File: src/rtl/scene_sequencer.sv
// Sequences a screen clear (fillscreen) and one circle draw, arbitrating the single VGA plot port.
// Latency: child start one cycle after start sampled; child plot reaches vga_plot combinationally.
// Backpressure: start/done four-phase handshake with requester and each child; watchdog bounds each stage.
module scene_sequencer #(
  parameter bit          CLEAR_EN        = 1'b1,
  parameter int unsigned WATCHDOG_CYCLES = 65535
) (
  input  logic       clk,
  input  logic       rst_n,
  input  logic       start,
  output logic       done,
  output logic       error,
  input  logic [2:0] bg_colour,
  input  logic [2:0] fg_colour,
  input  logic [7:0] centre_x,
  input  logic [6:0] centre_y,
  input  logic [7:0] radius,
  output logic       fill_start,
  output logic [2:0] fill_colour,
  input  logic       fill_done,
  input  logic [7:0] fill_x,
  input  logic [6:0] fill_y,
  input  logic [2:0] fill_c,
  input  logic       fill_plot,
  output logic       circ_start,
  output logic [2:0] circ_colour,
  output logic [7:0] circ_cx,
  output logic [6:0] circ_cy,
  output logic [7:0] circ_r,
  input  logic       circ_done,
  input  logic [7:0] circ_x,
  input  logic [6:0] circ_y,
  input  logic [2:0] circ_c,
  input  logic       circ_plot,
  output logic [7:0] vga_x,
  output logic [6:0] vga_y,
  output logic [2:0] vga_colour,
  output logic       vga_plot
);

  localparam int unsigned WW = $clog2(WATCHDOG_CYCLES + 1);
  localparam logic [WW-1:0] WD_LAST = WW'(WATCHDOG_CYCLES - 1);

  typedef enum logic [2:0] {IDLE, FILL, FILL_REL, CIRC, CIRC_REL, DONE} state_t;

  state_t      state, state_nxt;
  logic [2:0]  bg_q, fg_q;
  logic [7:0]  cx_q, r_q;
  logic [6:0]  cy_q;
  logic [WW-1:0] wd_cnt;
  logic        error_q;
  logic        accept;
  logic        abort;
  logic        plot_raw;

  // State register; reset aborts any sequence in flight.
  always_ff @(posedge clk or negedge rst_n) begin
    if (!rst_n) state <= IDLE;
    else        state <= state_nxt;
  end

  // Operand snapshot taken when a start is accepted; later input changes are ignored.
  always_ff @(posedge clk or negedge rst_n) begin
    if (!rst_n) begin
      bg_q <= '0;
      fg_q <= '0;
      cx_q <= '0;
      cy_q <= '0;
      r_q  <= '0;
    end else if (accept) begin
      bg_q <= bg_colour;
      fg_q <= fg_colour;
      cx_q <= centre_x;
      cy_q <= centre_y;
      r_q  <= radius;
    end
  end

  // Watchdog: restarts on every state change, counts while a child stage is active.
  always_ff @(posedge clk or negedge rst_n) begin
    if (!rst_n)                              wd_cnt <= '0;
    else if (state_nxt != state)             wd_cnt <= '0;
    else if (state == FILL || state == CIRC) wd_cnt <= wd_cnt + 1'b1;
  end

  // Sticky abort flag, cleared only by the next accepted start.
  always_ff @(posedge clk or negedge rst_n) begin
    if (!rst_n)      error_q <= 1'b0;
    else if (accept) error_q <= 1'b0;
    else if (abort)  error_q <= 1'b1;
  end

  // Next-state, child handshakes and plot-port grant.
  always_comb begin
    state_nxt  = state;
    accept     = 1'b0;
    abort      = 1'b0;
    fill_start = 1'b0;
    circ_start = 1'b0;
    done       = 1'b0;
    vga_x      = '0;
    vga_y      = '0;
    vga_colour = '0;
    plot_raw   = 1'b0;
    case (state)
      IDLE: begin
        if (start) begin
          accept    = 1'b1;
          state_nxt = CLEAR_EN ? FILL : CIRC;
        end
      end
      FILL: begin
        fill_start = 1'b1;
        vga_x      = fill_x;
        vga_y      = fill_y;
        vga_colour = fill_c;
        plot_raw   = fill_plot;
        if (fill_done) begin
          state_nxt = FILL_REL;
        end else if (wd_cnt == WD_LAST) begin
          abort     = 1'b1;
          state_nxt = DONE;
        end
      end
      FILL_REL: begin
        if (!fill_done) state_nxt = CIRC;
      end
      CIRC: begin
        circ_start = 1'b1;
        vga_x      = circ_x;
        vga_y      = circ_y;
        vga_colour = circ_c;
        plot_raw   = circ_plot;
        if (circ_done) begin
          state_nxt = CIRC_REL;
        end else if (wd_cnt == WD_LAST) begin
          abort     = 1'b1;
          state_nxt = DONE;
        end
      end
      CIRC_REL: begin
        if (!circ_done) state_nxt = DONE;
      end
      DONE: begin
        done = 1'b1;
        if (!start) state_nxt = IDLE;
      end
      default: state_nxt = IDLE;
    endcase
  end

  // Off-screen points (circle octants past the edge) are suppressed; coordinates still pass.
  assign vga_plot    = plot_raw && (vga_x < 8'd160) && (vga_y < 7'd120);
  assign error       = error_q;
  assign fill_colour = bg_q;
  assign circ_colour = fg_q;
  assign circ_cx     = cx_q;
  assign circ_cy     = cy_q;
  assign circ_r      = r_q;

endmodule
File: config.mk
export PLATFORM = sky130hd
export DESIGN_NAME = scene_sequencer
export DESIGN_NICKNAME = d
export VERILOG_FILES = /design/src/rtl/scene_sequencer.sv
export SDC_FILE = /design/constraint.sdc
export NUM_CORES = 1
export LEC_CHECK = 0
export CORE_MARGIN = 1
export CORE_UTILIZATION = 40
export DETAILED_ROUTE_END_ITERATION = 10
export PLACE_DENSITY = 0.79
export SLEW_MARGIN = 15
export SYNTH_ARGS = -nofsm -noshare
export SYNTH_HDL_FRONTEND = slang
export SYNTH_SLANG_ARGS = --single-unit
File: constraint.sdc
create_clock -name clk -period 3.65 [get_ports clk]
set_input_delay 0.365 -clock clk [delete_from_list [all_inputs] [get_ports clk]]
set_output_delay 0.365 -clock clk [all_outputs]
set_load 0.03 [all_outputs]
==> metrics.txt, run 1 <==
status=finished clean; H-tree levels=2; element type at the critical path start=register; Final Max Slew Viols=0; Design Area, Final=between 3000 and 4000 um^2; Setup Fix Bufs, Post-CTS=0; antenna violations before repair=0; gpl congestion=0.821; ratio of cells with drive above 1 in the final layout=roughly an eighth; Max clock buf depth=2; clk sinks=49; synthesized area per cell=11.1 um^2; CP Buf/Inv Count=1; Mapped Nets=302; final WL=about 6.2 mm; hold slack=about 70 ps; Layout area overhead=54.1%; #FFs+latches synth=between 40 and 50; RSZ-0062 raised after global routing=no; Initial Util=between 40% and 50%; min cycle time layout=3160 ps; Post-synth ARST share=100%; prevailing post-synth register cell=dfrtp_1; wire per inst=around 15 um; Rel. slew slack=between 40 and 50%; number of port buffers=123; Pre-antenna DRT Iters=4; Post-synth EDFFs=0; most frequent cells in the layout=122 x clkdlybuf4s50_1, 49 x dfrtp_1, 29 x mux2_2, 25 x nor2_1, 19 x mux2i_1; Cells after Synth=~230; via count=roughly 2200; DIE WIDTH=between 80 and 90 um; register area share after synthesis=a little under 50%; n_diodes=0; antenna viol nets, final=0; Peak VDD IR=0.000611 V; post-cts gate resize count=0; clk_skew=around 8.5 ps; setup violators final=0; critical path's largest stage delay=~750 ps; largest net degree at the start of global routing=50; Reg clk slew, reported paths=90 ps; leading cell type in the layout, fill and taps excluded=clkdlybuf4s50_1; GRT Total Usage=19.0%; area leader, netlist=dfrtp_1; Inserted Clock Buffers=5; post-synthesis cell area=approximately 2500 um^2; grt ovf=0; CP required=3280 ps; synth top area cells=dfrtp_1 48%, mux2_2 13%, mux2i_1 7.5%; number of global-route vias before repair=2140; DRT iter0 DRCs=115; CP Cell Sequence=nand2b_1 > nor2_1 > and4_1 > a2111oi_0 > clkdlybuf4s50_1; DRC Markers=0; Least-Margin Pin Slew=~750 ps; Boundary Pins=around 120; root cell of the clock tree=clkbuf_8; via/cell ratio=5.22; DP Area=3800 um^2; num rows=28; global-route wire length before repair=9.74 mm; critical path endpoint category=output pin; class of the tightest hold or removal check=in -> async; power per cell area=795 nW/um^2; post-DP HPWL=4.71 mm; fmax=about 0.32 GHz; worst skew pair latency=around 300 ps; Distinct cells, synth=39; chip height=approximately 80 um; critical path depth=5; Reg2Reg Launch Point=state[1]$_DFF_PN0_; crit share post-route=86.5%; CTS tree=done; critical path fanouts, max=22; hold buffer count at cts=0; Yosys top cell area share=48.4%; Critical Path AT=around 2800 ps; placed cell count=between 400 and 500; setup TNS=0 ps; R2R Setup Slk=roughly 1200 ps; crit path launch=state[2]$_DFF_PN0_; leak pwr=1.61 nW; worst r2r dst=circ_cy[0]$_DFFE_PN0P_; Setup CP Type=reg -> out; Critical Path Slowest Stage Cell=clkdlybuf4s50_1; Nets=between 400 and 500; warning count from the yosys run=0; final-report hold violation count=0; FF-to-FF path depth=5; Tot Pwr=between 0.003 and 0.004 W; number of max-cap violations=0; Core Area=approximately 6000 um^2; die area=between 6000 and 7000 um^2; Top delay family on crit path=simple AND/OR/NAND/NOR gates; Final Instance Count excl. Fillers=between 400 and 500
[worst register-to-register path, cell delays in order, from the launching register on]
cell and delay, ps:
dfrtp_1 590, buf_4 320, inv_1 170, and3_1 550
buf_4 380, mux2_2 390
[through the flow]
step	setup WS, ps	util [%]
2_1_floorplan	624	-
6_report	493	64.8
4_1_cts	462	64.7
3_3_place_gp	845	63.1
5_1_grt	204	64.8
3_5_place_dp	799	63.1
[how the worst max path moves through the flow]
stage	to
4_1_cts	vga_plot
2_1_floorplan	vga_plot
5_1_grt	vga_plot
3_3_place_gp	vga_plot
6_report	vga_plot
3_5_place_dp	vga_plot
[routing by layer]
| layer | routed length (um) | part of all wire [%] | vias up | global-route usage, % |
|---|---|---|---|---|
| met1 | 2440 | 39 | 1073 | 21.6 |
| met2 | 3300 | 53 | 69 | 34.8 |
| met4 | 75 | 1.2 | 0 | 6.84 |
| met3 | 400 | 6.4 | 10 | 4.00 |
| met5 | 0 | 0 | - | 0 |
| li1 | - | - | 1066 | - |
[synthesized netlist by cell type, types with 2 or more instances]
| cell | count |
|---|---|
| nand3_1 | 9 |
| and4_1 | 3 |
| mux2i_1 | 19 |
| buf_6 | 2 |
| a31oi_1 | 3 |
| and2b_1 | 3 |
| and3_1 | 4 |
| a21oi_1 | 11 |
| xor2_1 | 7 |
| dfrtp_1 | 49 |
| nor2_1 | 25 |
| o21ai_0 | 6 |
| mux2_2 | 29 |
| a22oi_1 | 5 |
| nand2_1 | 8 |
| ha_1 | 2 |
| nand4_1 | 3 |
| nand2b_1 | 2 |
| or3_1 | 6 |
| buf_2 | 9 |
| inv_1 | 4 |
| xnor2_1 | 2 |
[power breakdown]
part | total [W] | switching [W] | internal (W)
clock | 0.000337 | 0.000183 | 0.000154
combinational | 0.00190 | 0.00103 | 0.000862
sequential | 0.000873 | 0.000138 | 0.000735
total | 0.00311 | 0.00136 | 0.00175
[registers in the layout, indices dropped and copies added (netlist names)]
| name | flops |
|---|---|
| circ_cy | 7 |
| circ_colour | 3 |
| error | 1 |
| state | 3 |
| wd_cnt | 16 |
| circ_cx | 8 |
| circ_r | 8 |
| fill_colour | 3 |
[logic make-up (layout without fill, tap and decap cells)]
group / count (synthesis) / in the layout / synth area share, %
AOI/OAI and AO/OA: 34 / 34 / 8.89
xor gates and xnor gates: 9 / 9 / 3.11
adders and majority gates: 2 / 2 / 0.987
buffers and inverters: 16 / 138 / 3.41
DFF: 49 / 49 / 48.4
muxes: 48 / 48 / 20.4
and+or+nand+nor: 70 / 70 / 14.8
[final cells by class]
cell class,instances,area (um^2)
sequential,49,1230
multi-input combinational,163,1220
clock inverter,2,13.8
timing repair buffer,126,1250
clock buffer,6,82.6
tap,75,93.8
fill,492,2120
inverter,4,15.0
Note: power is estimated with default switching activity, not from simulation.
==> run 2, diff against run 1 <==
--- a/config.mk
+++ b/config.mk
@@ -5,6 +5,7 @@
 export SDC_FILE = /design/constraint.sdc
 export NUM_CORES = 1
 export LEC_CHECK = 0
+export CAP_MARGIN = 20
 export CORE_MARGIN = 1
 export CORE_UTILIZATION = 40
 export DETAILED_ROUTE_END_ITERATION = 10
==> results of run 2 <==
The final DEF is identical to that of run 1; final timing and power are the same.
==> run 3, diff against run 2 <==
--- a/config.mk
+++ b/config.mk
@@ -9,7 +9,7 @@
 export CORE_MARGIN = 1
 export CORE_UTILIZATION = 40
 export DETAILED_ROUTE_END_ITERATION = 10
-export PLACE_DENSITY = 0.79
+export DONT_BUFFER_PORTS = 1
 export SLEW_MARGIN = 15
 export SYNTH_ARGS = -nofsm -noshare
 export SYNTH_HDL_FRONTEND = slang
==> run 3 against run 2 <==
  * Power shrank 17%
  * Highest routed layer unchanged
  * Core utilization shrank 19 points
  * Combinational power shrank 50%
  * Setup slack gained 220 ps
  * Cell area shrank 30%
  * Sequential power grew 40%
  * Clock skew shrank 4.3 ps
  * Fmax grew 7.3%
  * Clock power grew 19%
==> metrics.txt, run 3 (synthesized netlist as in run 1, its figures left out) <==
post-cts gate resize count=0; critical path endpoint category=output pin; Final Max Slew Viols=0; Biggest register=wd_cnt; Critical Path Slowest Stage Cell=nand2b_1; class of the tightest hold or removal check=in -> reg; DRC Markers=0; ratio of cells with drive above 1 in the final layout=between 20% and 30%; DRT iter0 DRCs=roughly 130; Reg clk slew, reported paths=roughly 90 ps; Peak VDD IR=0.000519 V; final WL=roughly 4.8 mm; max reg flops=16; Layout area overhead=8.25%; setup violators final=0; number of global-route vias before repair=1480; CP Cell Sequence=nand2b_1 > nor2_1 > and4_1 > a2111oi_1 > buf_2; worst skew pair latency=approximately 300 ps; largest net degree at the start of global routing=50; Rel. slew slack=between 50% and 60%; final-report hold violation count=0; RSZ-0062 raised after global routing=no; grt ovf=0; power per cell area=between 900 and 1000 nW/um^2; num rows=28; setup TNS=0 ps; H-tree levels=2; clk_skew=~4.2 ps; min cycle time layout=2940 ps; Core Area=~6000 um^2; leak pwr=1.17 nW; Setup CP Type=reg -> out; status=finished clean; clk sinks=just under 50; hold slack=208 ps; Final Core Density=45.5%; CP required=roughly 3300 ps; chip height=approximately 82 um; GRT Total Usage=a little over an eighth; CTS tree=done; DIE WIDTH=just over 80 um; leading cell type in the layout, fill and taps excluded=dfrtp_1; antenna violations before repair=0; Critical Path AT=2580 ps; die area=about 6700 um^2; Tot Pwr=roughly 0.0026 W; global-route wire length before repair=about 7.0 mm; number of port buffers=0; post-DP HPWL=3.39 mm; Inserted Clock Buffers=5; element type at the critical path start=register; Initial Util=around 42%; Pre-antenna DRT Iters=4; critical path's largest stage delay=590 ps; Setup Fix Bufs, Post-CTS=0; via count=roughly 1700; Least-Margin Pin Slew=between 700 and 800 ps; fmax=around 0.34 GHz; wire per inst=15.7 um; via/cell ratio=around 5.7; number of max-cap violations=0; DP Area=between 2000 and 3000 um^2; Nets=303; Design Area, Final=approximately 2700 um^2; Boundary Pins=124; n_diodes=0; root cell of the clock tree=clkbuf_8; gpl congestion=a little over 0.8; Max clock buf depth=2; antenna viol nets, final=0; crit share post-route=80.6%; hold buffer count at cts=2; critical path fanouts, max=22; most frequent cells in the layout=49 x dfrtp_1, 29 x mux2_2, 25 x nor2_1, 19 x mux2i_1, 11 x a21oi_1
run 3: cell count changes in the layout (fill, tap and decap cells not counted), sizes merged:
cell	previous run	this run
buf	4	5
clkinvlp	0	1
clkinv	2	0
bufinv	0	1
clkdlybuf4s50	122	0
dlygate4sd3	0	1
run 3: through the flow:
step	worst slack (ps)	cells
final	709	305
after global routing	485	305
after CTS	682	305
after detailed placement	1020	295
after global placement	1120	295
after floorplan	624	228
run 3: area by class of cell:
type                       count  area, um^2
inverter                       4        15.0
clock inverter                 2        37.5
sequential                    49        1230
fill                         547        3280
tap                           75        93.8
multi-input combinational    163        1220
timing repair buffer           6        65.1
clock buffer                   6        82.6
run 3: where the power goes:
group	internal [W]	total [W]	switching, W	leakage (nW)
Sequential	0.000732	0.00122	0.000488	0.616
Combinational	0.000363	0.000959	0.000596	0.495
Clock	0.000223	0.000402	0.000179	0.0574
run 3: path summary, 6_finish.rpt:
check                                   start                         end  slack (ps)  cells after the start
setup / recovery           state[0]$_DFF_PN0_                    vga_plot         710                      5
hold / removal                   bg_colour[0]  fill_colour[0]$_DFFE_PN0P_         210                      1
setup reg to reg           state[1]$_DFF_PN0_      circ_cy[4]$_DFFE_PN0P_        1650                      5
hold reg to reg            state[2]$_DFF_PN0_          state[1]$_DFF_PN0_         570                      1
max in group asynchronous               rst_n           error$_DFFE_PN0P_        2840                      2
min in group asynchronous               rst_n      circ_cx[1]$_DFFE_PN0P_         590                      2
run 3: routing by layer:
metal	routed length [um]	GRT usage (%)	vias to the layer above
li1	-	-	828
met1	2120	17.3	823
met2	2170	22.1	88
met3	467	5.56	6
met4	44	2.98	0
met5	0	0	-
run 3: worst max-delay path, delay by kind of cell (launching register included):
family	cells	cell delay [ps]
simple gates	3	1250
flops	1	500
compound gates	1	260
buf+inv	1	260
